--- config.mk ---
export PLATFORM = sky130hd
export DESIGN_NAME = adc_responder
export DESIGN_NICKNAME = d
export VERILOG_FILES = /design/src/rtl/adc_responder.sv
export SDC_FILE = /design/constraint.sdc
export NUM_CORES = 1
export LEC_CHECK = 0
export CAP_MARGIN = 15
export CORE_ASPECT_RATIO = 2
export CORE_MARGIN = 1.5
export CORE_UTILIZATION = 41
export DETAILED_ROUTE_END_ITERATION = 10
export PLACE_DENSITY = 0.77
export SKIP_CTS_REPAIR_TIMING = 1
export SYNTH_ARGS = -nofsm -noshare
export SYNTH_HDL_FRONTEND = slang
export SYNTH_SLANG_ARGS = --single-unit
--- constraint.sdc ---
create_clock -name clk -period 1.76 [get_ports clk]
set_input_delay 0.352 -clock clk [delete_from_list [all_inputs] [get_ports clk]]
set_output_delay 0.352 -clock clk [all_outputs]
set_load 0.005 [all_outputs]
--- src/rtl/adc_responder.sv ---
// adc_responder
//   Emulates a 12-bit serial ADC on the SPI-style pins of the acquisition
//   front end. cs/sclk/din are oversampled in the clk domain; a latched
//   sample is shifted out MSB first on dout and the first 6 din bits of each
//   frame are decoded into configuration outputs.
//
//   Optional feature macro: ADC_RESP_CHSEL_EN
//     defined   : sample comes from channel cfg_addr of the last valid frame,
//                 and cfg_sleep=1 forces returned data to zero.
//     undefined : sample_data[11:0] is always sent; cfg_addr/cfg_sleep are
//                 reported only.
//
// Ports
//   clk, rst        responder clock (>= 8x sclk), synchronous active-high reset
//   cs, sclk, din   asynchronous initiator pins (cs active-low, sclk idles low)
//   sample_data     four samples, channel n at [12n+11:12n]
//   dout            serial sample bit, 0 outside a frame
//   busy            frame in progress
//   cfg_valid       1-cycle pulse: frame with >= 6 config bits completed
//   cfg_single, cfg_odd, cfg_addr[1:0], cfg_unipolar, cfg_sleep
//                   config bits 0, 1, {2,3}, 4, 5 of the last valid frame
//   frame_err       1-cycle pulse: frame ended with fewer than 12 sclk rises
module adc_responder #(
    parameter int DATA_BITS   = 12,
    parameter int CFG_BITS    = 6,
    parameter int SYNC_STAGES = 2
) (
    input  logic                   clk,
    input  logic                   rst,
    input  logic                   cs,
    input  logic                   sclk,
    input  logic                   din,
    input  logic [4*DATA_BITS-1:0] sample_data,
    output logic                   dout,
    output logic                   busy,
    output logic                   cfg_valid,
    output logic                   cfg_single,
    output logic                   cfg_odd,
    output logic [1:0]             cfg_addr,
    output logic                   cfg_unipolar,
    output logic                   cfg_sleep,
    output logic                   frame_err
);

    typedef enum logic [1:0] {IDLE, SHIFT, DONE} state_t;

    localparam logic [4:0] CFG_K  = 5'(CFG_BITS);
    localparam logic [4:0] DATA_K = 5'(DATA_BITS);

    // Synchronizers plus one edge-detect flop per pin that needs edges.
    logic [SYNC_STAGES-1:0] cs_sync_q, cs_sync_d;
    logic [SYNC_STAGES-1:0] sclk_sync_q, sclk_sync_d;
    logic [SYNC_STAGES-1:0] din_sync_q, din_sync_d;
    logic                   cs_prev_q, sclk_prev_q;

    state_t                 state_q, state_d;
    logic [DATA_BITS-1:0]   shreg_q, shreg_d;
    logic [4:0]             k_q, k_d;
    logic [CFG_BITS-1:0]    cfg_cap_q, cfg_cap_d;
    logic [CFG_BITS-1:0]    cfg_out_q, cfg_out_d;
    logic                   cfg_valid_q, cfg_valid_d;
    logic                   frame_err_q, frame_err_d;

    logic                   cs_s, sclk_s, din_s;
    logic                   cs_fall, cs_rise, sclk_rise, sclk_fall;
    logic [DATA_BITS-1:0]   load_val;

    assign cs_s      = cs_sync_q[SYNC_STAGES-1];
    assign sclk_s    = sclk_sync_q[SYNC_STAGES-1];
    assign din_s     = din_sync_q[SYNC_STAGES-1];
    assign cs_fall   = cs_prev_q & ~cs_s;
    assign cs_rise   = ~cs_prev_q & cs_s;
    assign sclk_rise = ~sclk_prev_q & sclk_s;
    assign sclk_fall = sclk_prev_q & ~sclk_s;

    always_comb begin
        cs_sync_d   = {cs_sync_q[SYNC_STAGES-2:0], cs};
        sclk_sync_d = {sclk_sync_q[SYNC_STAGES-2:0], sclk};
        din_sync_d  = {din_sync_q[SYNC_STAGES-2:0], din};
    end

    // Sample chosen at the cs-fall cycle.
`ifdef ADC_RESP_CHSEL_EN
    always_comb begin
        load_val = '0;
        if (!cfg_sleep) begin
            for (int c = 0; c < 4; c++) begin
                if (cfg_addr == 2'(c)) begin
                    load_val = sample_data[c*DATA_BITS +: DATA_BITS];
                end
            end
        end
    end
`else
    logic unused_upper;
    assign unused_upper = ^sample_data[4*DATA_BITS-1:DATA_BITS];
    always_comb begin
        load_val = sample_data[DATA_BITS-1:0];
    end
`endif

    always_comb begin
        state_d     = state_q;
        shreg_d     = shreg_q;
        k_d         = k_q;
        cfg_cap_d   = cfg_cap_q;
        cfg_out_d   = cfg_out_q;
        cfg_valid_d = 1'b0;
        frame_err_d = 1'b0;
        case (state_q)
            IDLE: begin
                // sclk activity while cs is high never reaches this state's logic.
                if (cs_fall) begin
                    state_d   = SHIFT;
                    shreg_d   = load_val;
                    k_d       = '0;
                    cfg_cap_d = '0;
                end
            end
            SHIFT: begin
                if (sclk_rise) begin
                    if (k_q != 5'd31) begin
                        k_d = k_q + 5'd1;
                    end
                    // Rise number k_q+1 carries config bit k_q.
                    for (int i = 0; i < CFG_BITS; i++) begin
                        if (k_q == 5'(i)) begin
                            cfg_cap_d[i] = din_s;
                        end
                    end
                end
                if (sclk_fall) begin
                    shreg_d = {shreg_q[DATA_BITS-2:0], 1'b0};
                end
                if (cs_rise) begin
                    state_d = DONE;
                end
            end
            DONE: begin
                state_d = IDLE;
                if (k_q >= CFG_K) begin
                    cfg_out_d   = cfg_cap_q;
                    cfg_valid_d = 1'b1;
                end
                if (k_q < DATA_K) begin
                    frame_err_d = 1'b1;
                end
            end
            default: state_d = IDLE;
        endcase
    end

    always_ff @(posedge clk) begin
        if (rst) begin
            // cs chain resets to "selected" so a pin already low during
            // reset is not mistaken for a fresh fall once reset releases.
            cs_sync_q   <= '0;
            cs_prev_q   <= 1'b0;
            sclk_sync_q <= '0;
            sclk_prev_q <= 1'b0;
            din_sync_q  <= '0;
            state_q     <= IDLE;
            shreg_q     <= '0;
            k_q         <= '0;
            cfg_cap_q   <= '0;
            cfg_out_q   <= '0;
            cfg_valid_q <= 1'b0;
            frame_err_q <= 1'b0;
        end else begin
            cs_sync_q   <= cs_sync_d;
            cs_prev_q   <= cs_s;
            sclk_sync_q <= sclk_sync_d;
            sclk_prev_q <= sclk_s;
            din_sync_q  <= din_sync_d;
            state_q     <= state_d;
            shreg_q     <= shreg_d;
            k_q         <= k_d;
            cfg_cap_q   <= cfg_cap_d;
            cfg_out_q   <= cfg_out_d;
            cfg_valid_q <= cfg_valid_d;
            frame_err_q <= frame_err_d;
        end
    end

    assign busy         = (state_q == SHIFT);
    assign dout         = (state_q == SHIFT) & shreg_q[DATA_BITS-1];
    assign cfg_valid    = cfg_valid_q;
    assign frame_err    = frame_err_q;
    assign cfg_single   = cfg_out_q[0];
    assign cfg_odd      = cfg_out_q[1];
    assign cfg_addr     = {cfg_out_q[2], cfg_out_q[3]};
    assign cfg_unipolar = cfg_out_q[4];
    assign cfg_sleep    = cfg_out_q[5];

endmodule

Yosys cells after proc, flatten, opt, wreduce, memory -nomap -nowiden --
Index checks and enable logic that the tools add are counted.
Storage, ports and cells: bits in registers 41, input port bits 53, word-level logic and storage cells 84
Operators by class: add/subtract/negate cells 1, $lt $le $gt $ge 2, equal/unequal tests 19, muxes and demuxes 21, bitwise logic cells 10, reduce and logical (&&, ||, !) cells 14
Operators by type and width (number):
- $reduce_and A4 Y1 | 7
- $mux W12 | 2
- $pmux W12 S2 | 1
- $ne A2 B1 Y1 const B | 10
- $mux W5 | 3
- $mux W6 | 2
- $pmux W6 S2 | 1
- $eq A5 B2 Y1 const B | 2
- $eq A5 B3 Y1 const B | 2
- $pmux W5 S2 | 1
- $mux W1 | 8
- $add A5 B1 Y5 const B | 1
- $and A1 B1 Y1 | 5
- $eq A5 B1 Y1 const B | 1
- $ge A5 B3 Y1 const B | 1
- $logic_not A5 Y1 | 1
- $lt A5 B4 Y1 const B | 1
- $ne A5 B5 Y1 const B | 1
- $not A1 Y1 | 5
- $mux W2 | 2
- $pmux W2 S2 | 1
- $reduce_and A2 Y1 | 2
- $reduce_and A3 Y1 | 1
- $eq A2 B1 Y1 const B | 1
- other kinds (5) | 5

Depth between registers and ports, before layout --
word-level depth 4, depth in mapped cells 7, depth with buffers taken out 5

Least setup slack after synthesis --
No wires, ideal clock.
path kind reg2reg, start point register k_q[0], end point register k_q[3], data arrival time 1.760 ns, slack -0.079 ns, cell stages (with the launch flop) 7, buffers on the path 1, period minus slack after synthesis 1.839 ns, cell sequence dfxtp_1 ha_1 and3_1 ha_1 clkbuf_1 or4_4 a211oi_2
On the way: cells in the longest elaborated chain, start to end 4, elaborated cells on any way between the ends 7
Ends and longest elaborated chain:
- start, declared | RTL line 58 | logic [4:0] k_q, k_d;
- start signal, assigned | RTL line 177 | k_q <= k_d;
- $add A5 B1 Y5 | RTL line 123 | k_d = k_q + 5'd1;
- $mux W5 | RTL line 122 | if (k_q != 5'd31) begin
- $mux W5 | RTL line 121 | if (sclk_rise) begin
- $pmux W5 S2 | RTL line 110 | case (state_q)
Parallel ways exist; a longest one is shown, timed or not. The select of a mux whose other input is x is not followed. A chain may end at the register's enable or synchronous reset.

Worst setup path in the final report --
Ends and elaborated chain as after synthesis.

==> reports/results.txt <==
run status: finished clean
register area: 825.8 µm²
HPWL after DPL: 2885 µm
fin. max-slew vios: 0
RD Place Congestion: 0.8337
area of the die: 0.005004 mm²
first-pass GRT wire length: 7003 µm
post-synth net total: 260
Crit. End Element: register
Rows: 34
# diodes: 0
mux cell area share after synthesis: 4.813%
placed cells: 284
Slew headroom: 66.32%
Simple-Gate Fraction of Synth Area: 27.41%
CTS max path bufs: 2
Detailed Route WL: 3952 µm
largest family of logic cells by synthesized area: simple AND/OR/NAND/NOR gates
clk slew on worst S/H paths: 80 ps
latest clock arrival within the worst-skew pair: 290 ps
antenna violations before repair: 0
area delta synth->final: 27.07%
synthesized area per cell: 9.266 µm²
power per cell area: 728.3 mW/mm²
hold_ws: 439.8 ps
core area: 0.004382 mm²
CP Data Arrival Time: 1900 ps
DR vias: 1,592
Detailed Routing Iterations Pass 1: 4
Reg-to-Reg Start: k_q[0]
max-cap violations: 0
Die Width: 50.78 µm
H-tree depth: 2
Worst Hold Depth: 1
Routed Antenna Nets: 0
Final Hold Violating Endpoints: 0
crit path kind: reg -> reg
routed wl met3: 93 µm
adder-cell share of the synthesized area: 3.342%
Routed wire per std cell: 13.53 µm
I/O pin count: 63
Fin Clk Skew: 4.073 ps
Main synth FF type: dfxtp_1
largest net degree at the start of global routing: 20
Max VDD drop: 488.2 µV
met2 WL: 2172 µm
Hold WC Path Type: reg -> reg
Finished Layout Cells: 292
final critical-path required period: 1677 ps
ys async rst share: 0%
number of I/O port buffers: 26
CTS Sinks: 41
WP data required: 1980 ps
fin crit share: 95.30%
final setup violating endpoints: 0
Max Fclk: 596.2 MHz
area of the multi-input gates: 953.4 µm²
filler cell count: 405
Yosys reg bits: 41
mapped cell area: 0.001872 mm²
total CTS buffers: 5
Overflow after GRT: 0
crit path launch: k_q[0]
cells on worst reg2reg path: 5
Post-synth EDFFs: 0
DR iter-0 viols: 20
Worst path slowest cell: or4_4
count of different cell masters after synthesis: 44
Final nets: 295
worst-margin pin slew: 498.4 ps
P_leak: 0.9066 nW
CTS tree: built
post-route core utilization: 54.28%
gr usage total: 18.33%
cell count after synthesis: 202
DR vias/cell: 5.452
CP max stage delay: 510 ps
RSZ-0062 raised after global routing: no
Synth Area in Compound Gates: 14.71%
Yosys warning count: 0
Die Ht: 98.56 µm
share of cells above drive strength 1: 16.81%
DR top layer: met4
CP Launch Type: register
sequence of cells on the critical path: ha_4 -> and3_1 -> ha_1 -> or4_4 -> a211oi_2
Clk Tree Root Cell: clkbuf_8
register area share after synthesis: 43.85%
XOR/XNOR Fraction of Synth Area: 0%
vias in the first global route: 1,615
Crit Path Max Fanout: 4
metal1 wirelength: 1512 µm
Hold Startpoint: din_sync_q[0]
initial cell density of the core: 42.72%
drt drc: 0
post-route setup TNS: 0 ps
## kinds of logic (layout without fill, tap and decap cells)
family	after synthesis	after routing
multiplexers	9	9
adder cells (fa/ha/maj)	5	5
AND/OR/NAND/NOR	90	90
buffers and inverters	21	57
flip-flops	41	41
AO/OA/AOI/OAI	36	36
## cell type report
cell class	instances	area share [%]
Clock buffer	6	3.472
Sequential cell	41	34.72
Timing Repair Buffer	45	17.67
Inverter	4	0.6312
Tap cell	54	2.841
Multi-Input combinational cell	140	40.08
Clock inverter	2	0.5786
## worst max-delay path, delay by kind of cell, from the launching register on
family                     cells  cell delay (ps)
and+or+nand+nor                2              690
AOI/OAI and AO/OA              1              210
DFF                            1              360
adders and majority gates      2              350
## synthesized netlist by cell type, types with 2 or more instances
library cell	number	area share (%)
or3_1	2	0.67
nor4bb_1	2	1.1
dfxtp_1	41	44
nor2b_1	9	3.0
nor3_1	12	3.2
o22ai_1	2	0.67
o21ai_0	3	0.80
o211ai_1	3	1.2
nor4b_1	2	0.94
and2_1	2	0.67
buf_6	3	1.8
a32o_1	2	1.1
mux2i_1	9	4.8
and3_1	2	0.67
nand3_1	7	1.9
clkbuf_1	6	1.2
a2bb2oi_1	2	0.94
ha_1	5	3.3
inv_1	3	0.60
buf_2	7	1.9
a21oi_1	5	1.3
nor3b_1	3	1.2
and4bb_2	2	1.3
a211oi_1	2	0.80
nand3b_1	2	0.80
a311oi_1	11	5.1
nand2_1	36	7.2
## placed cells by master, fill, tap and decap left out, drive strengths merged, types with 5 or more instances in the layout
master / netlist / layout
a21oi: 5 / 5
nand2: 36 / 36
ha: 5 / 5
nand3: 7 / 7
clkbuf: 6 / 6
a311oi: 11 / 11
mux2i: 9 / 9
clkdlybuf4s50: 0 / 24
nor2b: 9 / 9
nor3: 12 / 12
dfxtp: 41 / 41
buf: 11 / 19
## flip-flops by register name, summed over array words and instances (netlist names)
register     count
sclk_prev_q      1
frame_err        1
sclk_sync_q      2
state_q          2
cfg_out_q        6
cfg_cap_q        6
k_q              5
cfg_valid        1
shreg_q         12
din_sync_q       2
cs_prev_q        1
cs_sync_q        2
## metrics by stage
step                      worst slack (ps)  area [µm²]  power [mW]
after floorplan                      3.890        1897       1.042
after global placement               99.97        2275       1.102
after detailed placement             98.17        2275       1.104
after CTS                           -200.1        2371       1.750
after global routing                 2.304        2379       1.807
final                                82.73        2379       1.732
## layer usage
layer	GRT usage [%]	vias up
met3	2.273	11
met1	18.77	744
met5	0	-
li1	-	796
met4	13.10	0
met2	32.79	41
## where the power goes
part | leakage, nW | switching [mW] | total, mW | internal, mW
sequential | 0.334 | 0.0107 | 0.956 | 0.945
combinational | 0.521 | 0.0531 | 0.125 | 0.0715
clock | 0.0512 | 0.334 | 0.652 | 0.318
total | 0.907 | 0.397 | 1.73 | 1.33
## path summary, 6_finish.rpt
path / slack, ps / endpoint
max: 80 / k_q[3]
min: 440 / din_sync_q[1]
max reg2reg: 80 / k_q[3]
min reg2reg: 440 / din_sync_q[1]
Power figures use the tool's default switching activity.
